--- src/rtl/automatic_garage_door_controller.sv ---
// Garage door motor controller: one push-button plus two limit switches drive up/down motor enables.
// Optional stuck-motion watchdog is enabled by defining GARAGE_TIMEOUT_EN.
module automatic_garage_door_controller #(
  parameter int TIMEOUT_CYCLES = 1024
) (
  input  logic clk,
  input  logic rst_n,
  input  logic up_max,
  input  logic down_max,
  input  logic activate,
  output logic up_m,
  output logic down_m
);

  typedef enum logic [1:0] {
    IDLE  = 2'd0,
    MV_UP = 2'd1,
    MV_DN = 2'd2
  } state_t;

  state_t state;
  state_t next_state;
  logic   timeout_hit;

`ifdef GARAGE_TIMEOUT_EN
  localparam int CW = $clog2(TIMEOUT_CYCLES + 1);
  logic [CW-1:0] move_cnt;

  assign timeout_hit = (move_cnt == CW'(TIMEOUT_CYCLES - 1));
`else
  assign timeout_hit = 1'b0;
`endif

  // A door between limits closes when activated, since closing is the safe default.
  always_comb begin
    next_state = state;
    case (state)
      IDLE: begin
        if (!activate)               next_state = IDLE;
        else if (up_max && down_max) next_state = IDLE;
        else if (down_max)           next_state = MV_UP;
        else                         next_state = MV_DN;
      end
      MV_UP: begin
        if (up_max || timeout_hit) next_state = IDLE;
      end
      MV_DN: begin
        if (down_max || timeout_hit) next_state = IDLE;
      end
      default: next_state = IDLE;
    endcase
  end

  // Outputs are registered alongside the state so they mirror the state register exactly.
  always_ff @(posedge clk) begin
    if (!rst_n) begin
      state  <= IDLE;
      up_m   <= 1'b0;
      down_m <= 1'b0;
    end else begin
      state  <= next_state;
      up_m   <= (next_state == MV_UP);
      down_m <= (next_state == MV_DN);
    end
  end

`ifdef GARAGE_TIMEOUT_EN
  // The counter restarts on every entry into a move and stays cleared while idle.
  always_ff @(posedge clk) begin
    if (!rst_n) begin
      move_cnt <= '0;
    end else if (next_state == IDLE || state == IDLE) begin
      move_cnt <= '0;
    end else begin
      move_cnt <= move_cnt + 1'b1;
    end
  end
`endif

endmodule

--- config.mk ---
export PLATFORM = sky130hd
export DESIGN_NAME = automatic_garage_door_controller
export DESIGN_NICKNAME = d
export VERILOG_FILES = /design/src/rtl/automatic_garage_door_controller.sv
export SDC_FILE = /design/constraint.sdc
export NUM_CORES = 1
export LEC_CHECK = 0
export BUFFER_PORTS_ARGS = -buffer_cell sky130_fd_sc_hd__buf_2
export CAP_MARGIN = 25
export CORE_AREA = 2 2 39 41
export CTS_CLUSTER_SIZE = 14
export DETAILED_ROUTE_END_ITERATION = 6
export DIE_AREA = 0 0 41 43
export PLACE_DENSITY_LB_ADDON = 0.1
export SYNTH_ARGS = -nofsm -noshare
export SYNTH_HDL_FRONTEND = slang
export SYNTH_SLANG_ARGS = --single-unit
export TNS_END_PERCENT = 5
--- constraint.sdc ---
create_clock -name clk -period 0.9 [get_ports clk]
set_clock_uncertainty 0.05 [all_clocks]
set_input_delay 0.135 -clock clk [delete_from_list [all_inputs] [get_ports clk]]
set_output_delay 0.135 -clock clk [all_outputs]
set_load 0.02 [all_outputs]
==> metrics.txt <==
status completed; critical-path cell list buf_2; Fin. Hold Viols 0; critical path required time 0.71 ns; CP Buf/Inv Count 1; mean routed wirelength per cell roughly 8 um; CTS root buffer clkbuf_4; post-CTS repair timing setup buffer count 0; initial antenna violation count 0; crit path DAT 0.67 ns; Synth area leaders dfxtp_1, nor4b_1, a21oi_2; R2R Setup Slk 0.09 ns; first-pass GRT wire length ~420 um; period utilisation layout 0.947; antenna cells 0; critical path type flop to output port; WHS Endpoint state[0]; GPL Wtd Cong 0.530; clock-pin transition on the worst setup and hold timing paths 0.04 ns; Die H 43 um; power consumption 0.441 mW; DRT Wirelength 279 um; Synth area leader dfxtp_1; Yosys reg bits 4; Max Cap Viol 0; Hold-fix buffers, CTS 0; CTS buffer count 3; Reg2Reg Capture Point up_m; DR iter-0 viols 2; Synthesis Warnings 0; leakage 0.0810 nW; Skew-Pair Late Insertion Delay between 0.2 and 0.25 ns; GRT Total Usage 0.0410; largest net degree at the start of global routing 5; worst-margin pin slew 0.244 ns; WHS Path Cells 2; Worst Setup Start Kind flop; largest incremental delay on the critical path 0.29 ns; RSZ-0062 raised after global routing false; Syn Nets 15; post-route ant nets 0; cts repair resizes 0; setup TNS 0 ns; H-tree depth 1; R2R cell count 2; # IOs 7; clock buffer depth 2; maximum VDD drop around 170 uV; Via Count 115; final setup fails 0; Cell Pwr Density roughly 2200 nW/um^2; CP delay by family, top flip-flops; post-synth top area share 0.627; GRT overflow 0; Area Growth Syn to Fin 58.8%; Reg2Reg Launch Point state[0]; Initial Util 0.0922; Slew HR 0.835; Syn Inst Count 10; max-slew violation count 0; fmax 1170 MHz; Mapped Area between 100 and 150 um^2; 1st-pass router iterations 2; sequential fraction of the synthesis area 0.627; WP depth 1; vias in the first global route 125; crit end category output port; CP Max Fanout 1; row count 14; Mean Syn Cell Area 12.8 um^2; CTS tree done; Die X 41 um; IO Port Bufs 6; CTS Sinks 4; Hold Crit Class primary input to flop; Vias/cell 3.29; slowest CP cell dfxtp_1; share of cells above drive strength 1 0.526; post-layout min period about 0.85 ns; DP HPWL approximately 230 um; worst hold path startpoint up_max; fin nets 26; post-synthesis cell type count 4; DIE AREA around 1800 um^2; Core ar. 1380 um^2; drt drc 0
-- cell families after synthesis --
logic type | share of synthesized area
compound gates | 0.0686
flops | 0.627
simple gates | 0.304
-- routing by layer --
layer	global-route usage	routed length [um]	vias to the layer above
met5	0	0	-
met3	0	7	0
met1	0.0318	93	55
li1	-	-	57
met4	0.0800	0	0
met2	0.0594	178	3
-- per-stage QoR --
| step | hold slack (ns) | area (um^2) | utilization | instances | setup WS (ns) |
|---|---|---|---|---|---|
| floorplan | 0.162 | 128 | - | 10 | 0.185 |
| global placement | 0.270 | 178 | 0.128 | 32 | 0.0855 |
| detailed placement | 0.277 | 178 | 0.128 | 32 | 0.0709 |
| CTS | 0.0264 | 200 | 0.145 | 35 | 0.0308 |
| global route | 0.0346 | 203 | 0.146 | 35 | 0.00533 |
| finish | 0.0327 | 203 | 0.146 | 35 | 0.0473 |
-- Yosys cell counts, drive strengths merged --
cell type  number
a21oi           1
nor2            1
dfxtp           4
nor4b           4
-- sequential cells by signal, indices dropped and copies added, names as in the netlist --
signal	flops
down_m	1
state	2
up_m	1
-- worst reg2reg max path, cell delays in order (launching register included) --
cell and delay, ns:
dfxtp_1 0.37, a21oi_2 0.05, nor4b_1 0.24
-- area by class of cell --
type / instances / area, um^2
Multi-Input combinational cell: 6 / 47.5
Clock buffer: 3 / 22.5
Timing Repair Buffer: 6 / 32.5
Tap cell: 16 / 20.0
Sequential cell: 4 / 80.1
Fill cell: 162 / 1180
-- placed cells by master (no fill, tap or decap) --
master    Yosys  routed
a21oi_2       1       1
nor2_1        1       1
buf_2         0       5
buf_4         0       1
dfxtp_1       4       4
nor4b_1       4       4
clkbuf_4      0       3
-- worst max path at each step --
stage	endpoint	slack [ns]	startpoint
4_1_cts	up_m	0.03	up_m
3_3_place_gp	down_m	0.09	state[1]
3_5_place_dp	up_m	0.07	state[0]
2_1_floorplan	down_m	0.18	state[1]
6_report	down_m	0.05	down_m
5_1_grt	down_m	0.005	state[1]
-- power breakdown --
group / internal [mW] / total [mW] / leakage, nW / switching, mW
Combinational: 0.0172 / 0.0340 / 0.0345 / 0.0169
Sequential: 0.186 / 0.190 / 0.0327 / 0.00398
Clock: 0.149 / 0.217 / 0.0138 / 0.0685
Total: 0.352 / 0.441 / 0.0810 / 0.0894
Note: power is estimated with default switching activity, not from simulation.
